### src/rtl/score_digit_renderer_if.sv
// Glyph ROM bus between score_digit_renderer (master) and the numbers ROM (slave).
`timescale 1ns/1ps
interface score_digit_renderer_if;
    logic [3:0] selected_number;
    logic [7:0] number_count;
    logic       number_pixel;

    modport master (
        output selected_number,
        output number_count,
        input  number_pixel
    );

    modport slave (
        input  selected_number,
        input  number_count,
        output number_pixel
    );
endinterface

### src/rtl/score_digit_renderer.sv
// 3-digit BCD score counter and on-screen renderer feeding the numbers glyph ROM.
// Optional macro LEADING_ZERO_BLANK_EN blanks leading zero digits (glyph code 10).
`timescale 1ns/1ps
module score_digit_renderer #(
    parameter logic [9:0] X0  = 10'd560,
    parameter logic [9:0] Y0  = 10'd8,
    parameter logic [3:0] GAP = 4'd2
) (
    input  logic                          clock_25,
    input  logic                          reset,
    input  logic [9:0]                    h_count,
    input  logic [9:0]                    v_count,
    input  logic                          score_inc,
    input  logic                          score_clear,
    score_digit_renderer_if.master        glyph,
    output logic                          digit_pixel,
    output logic [11:0]                   score_bcd,
    output logic                          score_max
);

    localparam int unsigned Digits  = 3;
    localparam int unsigned Pitch   = 10 + 32'(GAP);
    localparam int unsigned XEndInt = 32'(X0) + Digits * Pitch - 32'(GAP);
    localparam logic [10:0] XEnd    = 11'(XEndInt);
    localparam logic [4:0]  ColLast = 5'(Pitch - 1);

    logic [11:0] score_d;
    logic [4:0]  col_q, col_d, cur_col;
    logic [1:0]  digit_q, digit_d, cur_digit;
    logic        synced_q;
    logic        win_d1, win_d2;
    logic [7:0]  idx_d1;

    logic [9:0]  row;
    logic [7:0]  row8, idx;
    logic        at_x0, x_ok, row_ok, win;
    logic [3:0]  hund_code, tens_code, code;

    assign score_max = (score_bcd == 12'h999);

    // Clear wins over increment; increments stop at 999.
    always_comb begin
        score_d = score_bcd;
        if (score_clear) begin
            score_d = '0;
        end else if (score_inc && !score_max) begin
            if (score_bcd[3:0] != 4'd9) begin
                score_d[3:0] = score_bcd[3:0] + 4'd1;
            end else begin
                score_d[3:0] = 4'd0;
                if (score_bcd[7:4] != 4'd9) begin
                    score_d[7:4] = score_bcd[7:4] + 4'd1;
                end else begin
                    score_d[7:4]  = 4'd0;
                    score_d[11:8] = score_bcd[11:8] + 4'd1;
                end
            end
        end
    end

    assign row    = v_count - Y0;
    assign row_ok = (row <= 10'd9);
    assign at_x0  = (h_count == X0);
    assign x_ok   = (h_count >= X0) && ({1'b0, h_count} < XEnd);

    // Counters are only trusted once aligned at X0, so a mid-line reset stays dark.
    always_comb begin
        cur_col   = at_x0 ? 5'd0 : col_q;
        cur_digit = at_x0 ? 2'd0 : digit_q;
        win       = row_ok && x_ok && (at_x0 || synced_q) && (cur_col < 5'd10);
        if (cur_col == ColLast) begin
            col_d   = 5'd0;
            digit_d = cur_digit + 2'd1;
        end else begin
            col_d   = cur_col + 5'd1;
            digit_d = cur_digit;
        end
    end

    assign row8 = {4'd0, row[3:0]};
    assign idx  = (row8 << 3) + (row8 << 1) + {3'd0, cur_col};

`ifdef LEADING_ZERO_BLANK_EN
    assign hund_code = (score_bcd[11:8] == 4'd0) ? 4'd10 : score_bcd[11:8];
    assign tens_code = (score_bcd[11:4] == 8'd0) ? 4'd10 : score_bcd[7:4];
`else
    assign hund_code = score_bcd[11:8];
    assign tens_code = score_bcd[7:4];
`endif

    always_comb begin
        case (cur_digit)
            2'd0:    code = hund_code;
            2'd1:    code = tens_code;
            default: code = score_bcd[3:0];
        endcase
    end

    always_ff @(posedge clock_25 or posedge reset) begin
        if (reset) begin
            score_bcd             <= '0;
            col_q                 <= '0;
            digit_q               <= '0;
            synced_q              <= 1'b0;
            win_d1                <= 1'b0;
            win_d2                <= 1'b0;
            idx_d1                <= '0;
            glyph.selected_number <= '0;
            glyph.number_count    <= '0;
        end else begin
            score_bcd <= score_d;
            col_q     <= col_d;
            digit_q   <= digit_d;
            synced_q  <= synced_q | at_x0;
            win_d1    <= win;
            if (win) begin
                glyph.selected_number <= code;
                idx_d1                <= idx;
            end
            glyph.number_count <= idx_d1;
            win_d2             <= win_d1;
        end
    end

    assign digit_pixel = glyph.number_pixel & win_d2;

endmodule

### src/flat_wrapper.sv
// flat-port wrapper written by rule: the top's interface ports become plain ports
module score_digit_renderer_flat 
#(
    parameter logic [9:0] X0  = 10'd560,
    parameter logic [9:0] Y0  = 10'd8,
    parameter logic [3:0] GAP = 4'd2
)
  (clock_25, reset, h_count, v_count, score_inc, score_clear, digit_pixel, score_bcd, score_max, glyph_selected_number, glyph_number_count, glyph_number_pixel);
  score_digit_renderer_if glyph_i ();
  input  logic clock_25;
  input  logic reset;
  input  logic [9:0] h_count;
  input  logic [9:0] v_count;
  input  logic score_inc;
  input  logic score_clear;
  output logic digit_pixel;
  output logic [11:0] score_bcd;
  output logic score_max;
  output wire logic [$bits(glyph_i.selected_number)-1:0] glyph_selected_number;
  output wire logic [$bits(glyph_i.number_count)-1:0] glyph_number_count;
  input wire logic [$bits(glyph_i.number_pixel)-1:0] glyph_number_pixel;
  assign glyph_selected_number = glyph_i.selected_number;
  assign glyph_number_count = glyph_i.number_count;
  assign glyph_i.number_pixel = glyph_number_pixel;
  score_digit_renderer #(.X0(X0), .Y0(Y0), .GAP(GAP)) u_core (.clock_25(clock_25), .reset(reset), .h_count(h_count), .v_count(v_count), .score_inc(score_inc), .score_clear(score_clear), .glyph(glyph_i), .digit_pixel(digit_pixel), .score_bcd(score_bcd), .score_max(score_max));
endmodule
### config.mk
export PLATFORM = sky130hd
export DESIGN_NAME = score_digit_renderer_flat
export DESIGN_NICKNAME = d
export VERILOG_FILES = /design/src/rtl/score_digit_renderer_if.sv /design/src/rtl/score_digit_renderer.sv /design/src/flat_wrapper.sv
export SDC_FILE = /design/constraint.sdc
export NUM_CORES = 1
export LEC_CHECK = 0
export CAP_MARGIN = 20
export CORE_MARGIN = 2
export CORE_UTILIZATION = 29
export DETAILED_ROUTE_END_ITERATION = 12
export MAX_ROUTING_LAYER = met4
export PLACE_DENSITY = 0.53
export SYNTH_ARGS = -nofsm -noshare
export SYNTH_HDL_FRONTEND = slang
export SYNTH_SLANG_ARGS = --single-unit
### constraint.sdc
create_clock -name clock_25 -period 3.5 [get_ports clock_25]
set_clock_uncertainty 0.15 [all_clocks]
set_input_delay 0.7 -clock clock_25 [delete_from_list [all_inputs] [get_ports clock_25]]
set_output_delay 0.7 -clock clock_25 [all_outputs]
set_load 0.005 [all_outputs]
==> results.rst, run 1 <==
.. list-table::
   :header-rows: 1

   * - Metric
     - Value
   * - Status
     - finished, final reports clean
   * - Worst setup startpoint
     - h_count[7]
   * - Worst Path Required
     - roughly 3.5 ns
   * - Worst-case setup slack after placement
     - -0.503 ns
   * - Number of hold violations in the final report
     - 0
   * - Yosys reg bits
     - 42
   * - Layout Cells excl Fill
     - between 300 and 400
   * - Area of the multi-input gates
     - between 1000 and 1500 sq um
   * - H-tree depth reported by CTS
     - 2
   * - Worst IR Drop VDD
     - 0.173 mV
   * - Class of the most critical setup path
     - in -> reg
   * - Cell type group with the largest total delay on the critical path
     - simple AND/OR/NAND/NOR gates
   * - Fill cell total of the finished layout
     - roughly 790
   * - CP startpoint kind
     - primary input
   * - Number of maximum-capacitance violations
     - 0
   * - Depth of the worst register-to-register path
     - 10
   * - Reg2reg start
     - u_core.col_q[3]
   * - First DRT Iteration DRCs
     - 30
   * - Post-Synthesis Cells
     - 215
   * - Overall Global Routing Usage
     - 11.9%
   * - Static Leak
     - 1.48 nW
   * - Routed length per placed instance
     - between 10 and 15 um
   * - Fraction of layout cells with a size suffix above 1
     - 21.0%
   * - Floorplan die area
     - approximately 8800 sq um
   * - Row count
     - 32
   * - Ant. Diodes
     - 0
   * - Setup TNS after final layout
     - 0 ns
   * - Worst path depth
     - 12
   * - Leading post-synthesis cells by cell area
     - sky130_fd_sc_hd__dfrtp_1, sky130_fd_sc_hd__ha_1, sky130_fd_sc_hd__mux2_4
   * - Buffer and inverter count on the worst path
     - 1
   * - Die boundary height
     - 93.8 um
   * - Clock root cell
     - sky130_fd_sc_hd__clkbuf_8
   * - Library cell contributing the largest single delay on the critical path
     - sky130_fd_sc_hd__or4_4
   * - Maximum number of pins on one net before global-route repair
     - 25
   * - Max clock buf depth
     - 2
   * - Leading cell types by count after synthesis
     - sky130_fd_sc_hd__dfrtp_1, sky130_fd_sc_hd__nor2_1, sky130_fd_sc_hd__inv_1, sky130_fd_sc_hd__ha_1, sky130_fd_sc_hd__nand2_1
   * - Total wirelength of the detailed-routed design
     - 4790 um
   * - Setup repair after global routing missed its margin
     - false
   * - Final weighted congestion in routability-driven placement
     - ~0.8
   * - Post-route worst setup slack
     - 0.106 ns
   * - Total vias in the final route
     - 1791
   * - Clock Pin Slew Worst Setup and Hold Paths
     - 0.08 ns
   * - Sequential group share of total power
     - 39.9%
   * - Switching pwr
     - around 0.00048 W
   * - Register-to-register setup slack
     - 0.95 ns
   * - Input/output buffers
     - 50
   * - TritonCTS sink count
     - 42
   * - Fraction of the yosys area taken by sequential cells
     - 45.0%
   * - Share of flip-flops with an asynchronous set or reset after synthesis
     - 100%
   * - Arrival time at the worst endpoint
     - ~3.4 ns
   * - Number of max-slew violations in the final report
     - 0
   * - Final-stage net count
     - 333
   * - Top flip-flop cell by instance count after synthesis
     - sky130_fd_sc_hd__dfrtp_1
   * - Antenna violations before repair
     - 0
   * - Shortest clock period the worst path allows after layout
     - 3.39 ns
   * - Share of power burned in the clock network
     - 21.6%
   * - Synthesis-to-layout area growth
     - 39.7%
   * - Later-pin clock latency in the skew report
     - ~0.29 ns
   * - Highest clock frequency the design can meet
     - 295 MHz
   * - DRC violations left
     - 0
   * - Power density cells
     - 453 nW/um^2
   * - Global-route congestion overflow total
     - 0
   * - Post-synthesis cell type with the largest combined area
     - sky130_fd_sc_hd__dfrtp_1
   * - Count of flip-flops with a built-in enable after synthesis
     - 0
   * - Worst setup endpoint
     - u_core.idx_d1[6]
   * - Vias in the first global route
     - 1696
   * - Distinct cell type count after synthesis
     - 47
   * - Most frequent cell after synthesis
     - sky130_fd_sc_hd__dfrtp_1
   * - Worst Hold Class
     - reg -> reg
   * - Final setup vio count
     - 0
   * - Global-route wire length before repair
     - roughly 8000 um
   * - Maximum single-stage delay on the critical path
     - 0.59 ns
   * - Post-DP HPWL
     - 3690 um
   * - Post-DRT Antenna Nets
     - 0
   * - Worst-path fanout max
     - 6
   * - Share of Yosys cell area claimed by the top area cell type
     - around 45%
   * - Number of placed instances with taps included
     - 380
   * - Die extent in x
     - roughly 94 um
   * - R2R Path End
     - u_core.idx_d1[6]
   * - Actual slew at the worst max-slew pin
     - roughly 0.57 ns
   * - Netlist area before placement
     - 2340 sq um
   * - Period Utilization, post-route
     - 97.0%
   * - Number of I/O pins
     - 51
   * - Post-layout utilization of the core
     - 42.0%
   * - Combinational share of power
     - a little under two fifths
   * - Nature of the critical path endpoint
     - flip-flop
   * - Ratio of routed vias to standard cells
     - between 4 and 5
   * - Initial Util
     - between 30% and 40%
   * - Core box area
     - 7770 sq um
   * - Net Count, Synth
     - around 260
   * - Overall Power
     - 0.00148 W
   * - Critical path, cell by cell
     - dlygate4sd2_1 > or3_4 > or4_4 > and2_4 > ha_4 > ha_4 > fa_2 > a21oi_2 > nor2_1 > nor2_1 > xnor2_1 > mux2_4
   * - First-pass iteration count of the detailed router
     - 5
   * - Footprint of the flip-flops and latches
     - 1050 sq um
   * - Yosys warnings
     - 0
   * - Number of CTS-inserted buffers
     - 5
   * - Mean instance size in the synthesized netlist
     - 10.9 sq um
   * - Switching Fraction
     - 32.3%
   * - Clock tree from TritonCTS
     - yes
   * - Relative slew slack
     - 61.6%
   * - Internal power consumption
     - about 0.001 W
[worst min-delay path by stage]
| stage | from | slack [ns] | endpoint | depth (start not counted) |
|---|---|---|---|---|
| finish | u_core.win_d1 | 0.20 | u_core.win_d2 | 0 |
| global placement | u_core.win_d1 | 0.18 | u_core.win_d2 | 0 |
| detailed placement | u_core.win_d1 | 0.19 | u_core.win_d2 | 0 |
| floorplan | u_core.win_d1 | 0.18 | u_core.win_d2 | 0 |
| global route | u_core.win_d1 | 0.21 | u_core.win_d2 | 0 |
| CTS | u_core.win_d1 | 0.20 | u_core.win_d2 | 0 |
[worst reg2reg max path: stages, from the launching register on]
cell and delay [ns]:
sky130_fd_sc_hd__dfrtp_1 0.47, sky130_fd_sc_hd__nand2_2 0.09, sky130_fd_sc_hd__fa_1 0.49, sky130_fd_sc_hd__inv_2 0.05, sky130_fd_sc_hd__buf_4 0.13, sky130_fd_sc_hd__fa_2 0.39
sky130_fd_sc_hd__a21oi_2 0.15, sky130_fd_sc_hd__nor2_1 0.05, sky130_fd_sc_hd__nor2_1 0.13, sky130_fd_sc_hd__xnor2_1 0.08, sky130_fd_sc_hd__mux2_4 0.25
[placed cells by master (no fill, tap or decap), drive strengths merged, types with 5 or more instances in the layout]
cell           count
buf               22
o21ai             10
nand2             14
inv               18
a21oi             10
xnor2              5
mux2              15
ha                16
dfrtp             42
nor2              19
nand3              5
clkdlybuf4s50     44
clkbuf             7
[sequential cells by signal, indices dropped and copies added, names as in the netlist]
register and count:
u_core.idx_d1 8, u_core.digit_q 2, u_core.score_bcd 12, u_core.glyph.selected_number 4, u_core.glyph.number_count 8, u_core.synced_q 1, u_core.win_d2 1, u_core.col_q 5
u_core.win_d1 1
[final cells by class]
class                           count  area share, %
Clock inverter                      1          0.153
Tap cell                          102           3.91
Inverter                           19           2.19
Clock buffer                        7           2.65
Timing Repair Buffer               72           20.6
Multi-Input combinational cell    149           38.3
Sequential cell                    42           32.2
[kinds of logic (layout without fill, tap and decap cells)]
family / after synthesis / count (layout) / share of synthesized area (%)
simple gates: 65 / 65 / 15.6
flops: 42 / 42 / 45.0
compound gates: 41 / 41 / 11.5
buf+inv: 24 / 99 / 4.39
fa+ha+maj: 19 / 19 / 11.1
mux: 18 / 18 / 10.1
xor+xnor: 6 / 6 / 2.25
[power groups by stage]
stage	Clock, W	Sequential, W	Combinational (W)
finish	0.000320	0.000591	0.000568
global route	0.000361	0.000600	0.000655
CTS	0.000337	0.000590	0.000571
detailed placement	0	0.000598	0.000552
global placement	0	0.000600	0.000541
floorplan	0	0.000577	0.000371
[what timing repair did]
item                                    CTS  global route
resized for setup                         8             2
hold buffers                              0             0
pin swaps                                12            11
endpoints found under the setup margin    4             3
setup buffers                             3             1
[per-stage QoR]
stage	cell area, sq um	hold WS (ns)
floorplan	2390	0.181
global placement	3130	0.184
detailed placement	3130	0.186
CTS	3250	0.205
global route	3260	0.214
finish	3260	0.203
[routing by layer]
metal  global-route usage (%)  part of all wire (%)  vias to the layer above  wire, um
met5                        -                     0                        -         0
met3                     2.41                   2.2                        5       107
met4                     3.26                   1.2                        0        56
li1                         -                     -                      895         -
met2                     18.2                    49                       19      2350
met1                     16.3                    47                      872      2270
No activity file was read; power rests on OpenSTA's default activity.
==> run 2: changes to the inputs <==
--- a/config.mk
+++ b/config.mk
@@ -6,11 +6,14 @@
 export NUM_CORES = 1
 export LEC_CHECK = 0
 export CAP_MARGIN = 20
+export CELL_PAD_IN_SITES_DETAIL_PLACEMENT = 0
+export CELL_PAD_IN_SITES_GLOBAL_PLACEMENT = 1
 export CORE_MARGIN = 2
 export CORE_UTILIZATION = 29
 export DETAILED_ROUTE_END_ITERATION = 12
+export GPL_ROUTABILITY_DRIVEN = 0
 export MAX_ROUTING_LAYER = met4
-export PLACE_DENSITY = 0.53
+export PLACE_DENSITY = 0.64
 export SYNTH_ARGS = -nofsm -noshare
 export SYNTH_HDL_FRONTEND = slang
 export SYNTH_SLANG_ARGS = --single-unit
==> results.rst, run 2 (synthesis gave the netlist of run 1 again) <==
.. list-table::
   :header-rows: 1

   * - Metric
     - Value
   * - Worst-case setup slack after placement
     - -0.484 ns (+0.0181 ns)
   * - Worst Hold Class
     - reg -> reg
   * - Clock root cell
     - sky130_fd_sc_hd__clkbuf_8
   * - Final setup vio count
     - 0 (unchanged)
   * - Number of CTS-inserted buffers
     - 5 (unchanged)
   * - Largest registers ranked by flip-flop count
     - u_core.score_bcd: 12 flops, u_core.glyph.number_count: 8 flops, u_core.idx_d1: 8 flops
   * - Critical path, cell by cell
     - clkdlybuf4s50_1 > nand2_1 > or4_4 > and2_4 > ha_4 > ha_4 > fa_2 > a21oi_2 > nor2_1 > nor2_1 > xnor2_1 > mux2_4
   * - Later-pin clock latency in the skew report
     - 0.29 ns (about the same)
   * - Relative slew slack
     - 52.7% (-8.9 points)
   * - First DRT Iteration DRCs
     - 40 (+33%)
   * - Total wirelength of the detailed-routed design
     - 4780 um (-0.27%)
   * - Static Leak
     - 1.48 nW (+0.38%)
   * - Status
     - finished, final reports clean
   * - Total vias in the final route
     - 1741 (-2.8%)
   * - Post-DRT Antenna Nets
     - 0 (unchanged)
   * - Global-route wire length before repair
     - 7910 um (-3.4%)
   * - Global-route congestion overflow total
     - 0 (unchanged)
   * - Ant. Diodes
     - 0 (unchanged)
   * - Power density cells
     - 472 nW/um^2 (+4.1%)
   * - Post-CTS Hold Fix Bufs
     - 0 (unchanged)
   * - Worst-path fanout max
     - 6 (unchanged)
   * - Nature of the critical path endpoint
     - flip-flop
   * - Post-route worst setup slack
     - 0.0778 ns (-0.0284 ns)
   * - Final-stage net count
     - 332 (-0.30%)
   * - First-pass iteration count of the detailed router
     - 4 (-1)
   * - Placed Instance Area
     - 3130 sq um (unchanged)
   * - Period Utilization, post-route
     - 97.8% (+0.81 points)
   * - Number of flip-flops under the largest register name
     - 12 (unchanged)
   * - DRC violations left
     - 0 (unchanged)
   * - Overall Global Routing Usage
     - 11.9% (-0.067 points)
   * - Number of max-slew violations in the final report
     - 0 (unchanged)
   * - Library cell contributing the largest single delay on the critical path
     - sky130_fd_sc_hd__or4_4
   * - Input/output buffers
     - 50 (unchanged)
   * - Fraction of layout cells with a size suffix above 1
     - 20.4% (-0.62 points)
   * - Ratio of routed vias to standard cells
     - 4.45 (-2.5%)
   * - Number of hold violations in the final report
     - 0 (unchanged)
   * - H-tree depth reported by CTS
     - 2 (unchanged)
   * - CP startpoint kind
     - primary input
   * - Clock tree from TritonCTS
     - yes
   * - Actual slew at the worst max-slew pin
     - 0.705 ns (+0.137 ns)
   * - TritonCTS sink count
     - 42 (unchanged)
   * - Worst Hold Slack
     - 0.216 ns (+0.0132 ns)
   * - Shortest clock period the worst path allows after layout
     - 3.42 ns (+0.0284 ns)
   * - Worst Path Required
     - 3.53 ns (about the same)
   * - Core box area
     - 7770 sq um (unchanged)
   * - Synthesis-to-layout area growth
     - 40.1%
   * - Max clock buf depth
     - 2 (unchanged)
   * - Antenna violations before repair
     - 0 (unchanged)
   * - Top library cells by usage in the layout, fill and taps aside
     - sky130_fd_sc_hd__clkdlybuf4s50_1, sky130_fd_sc_hd__dfrtp_1, sky130_fd_sc_hd__buf_4
   * - Routed length per placed instance
     - 12.2 um (about the same)
   * - Final non-filler cell area
     - 3270 sq um (+0.27%)
   * - Most frequent standard cell in the layout excluding fill and tap cells
     - sky130_fd_sc_hd__clkdlybuf4s50_1
   * - Number of I/O pins
     - 51 (unchanged)
   * - Overall Power
     - 0.00154 W (+4.4%)
   * - Initial Util
     - 30.1% (unchanged)
   * - Post-DP HPWL
     - 3630 um (-1.6%)
   * - Class of the most critical setup path
     - in -> reg
   * - Vias in the first global route
     - 1668 (-1.7%)
   * - Highest clock frequency the design can meet
     - 292 MHz (-0.83%)
   * - Die extent in x
     - 93.8 um (unchanged)
   * - Maximum single-stage delay on the critical path
     - 0.57 ns (-0.02 ns)
   * - Setup repair after global routing missed its margin
     - false
   * - Maximum number of pins on one net before global-route repair
     - 23 (-8.0%)
   * - Worst IR Drop VDD
     - 0.168 mV (-2.4%)
   * - Row count
     - 32 (unchanged)
   * - Clock Pin Slew Worst Setup and Hold Paths
     - 0.08 ns (about the same)
   * - Number of maximum-capacitance violations
     - 0 (unchanged)
   * - Largest register by flop count
     - u_core.score_bcd
   * - Floorplan die area
     - 8790 sq um (unchanged)
   * - Arrival time at the worst endpoint
     - 3.46 ns (+0.04 ns)
   * - Die boundary height
     - 93.8 um (unchanged)
## run 2: cell types whose count changed in the layout (fill, tap and decap cells not counted), sizes merged
| cell | previous run | this run |
|---|---|---|
| dlygate4sd2 | 4 | 3 |
| clkinv | 2 | 1 |
| clkdlybuf4s15 | 2 | 1 |
| clkbuf | 7 | 8 |
| bufinv | 0 | 1 |
| buf | 22 | 21 |
| dlymetal6s2s | 0 | 1 |
## run 2: final cells by class
cell class | count | area, sq um
tap | 102 | 128
clock inverter | 1 | 30.0
fill | 763 | 4500
multi-input combinational | 149 | 1250
inverter | 19 | 71.3
sequential | 42 | 1050
clock buffer | 7 | 76.3
timing repair buffer | 71 | 664
## run 2: routing by layer
layer  share of wire (%)  wire length (um)  GRT usage [%]
met5                   0                 0              -
met4                0.96                46           4.35
met3                 3.0               141           2.65
met2                  49              2330           17.7
met1                  47              2260           15.9
## run 2: per-stage QoR
| step | utilization (%) | setup TNS, ns | instances |
|---|---|---|---|
| floorplan | - | -0.105 | 215 |
| global placement | 40.3 | -2.29 | 380 |
| detailed placement | 40.3 | -2.56 | 380 |
| CTS | 42.0 | 0 | 390 |
| global route | 42.1 | 0 | 391 |
| finish | 42.1 | 0 | 391 |
## run 2: path summary, 6_finish.rpt
kind	start	to	cells past startpoint	slack [ns]
max	h_count[5]	u_core.idx_d1[6]	12	0.08
min	u_core.win_d1	u_core.win_d2	0	0.22
max reg2reg	u_core.col_q[3]	u_core.idx_d1[6]	11	0.89
min reg2reg	u_core.win_d1	u_core.win_d2	0	0.22
max in group asynchronous	reset	u_core.col_q[0]	3	1.92
min in group asynchronous	reset	u_core.idx_d1[1]	2	0.60
## run 2: worst max-delay path: cells and delay by family
kind	cells	cell delay, ns
buffers and inverters	1	0.48
and+or+nand+nor	5	1.01
muxes	1	0.25
xor gates and xnor gates	1	0.07
AOI/OAI and AO/OA	1	0.14
adders and majority gates	3	0.80
## run 2: where the power goes
group,internal [W],switching [W],total [W]
combinational,0.000317,0.000258,0.000575
sequential,0.000530,0.0000621,0.000592
clock,0.000213,0.000163,0.000376
total,0.00106,0.000482,0.00154
## run 2: repair_timing
item / CTS / global route
buffers inserted: 2 / 1
cloned: 0 / 0
setup endpoints to repair: 4 / 2
resized for setup: 6 / 5
pin swaps: 12 / 14
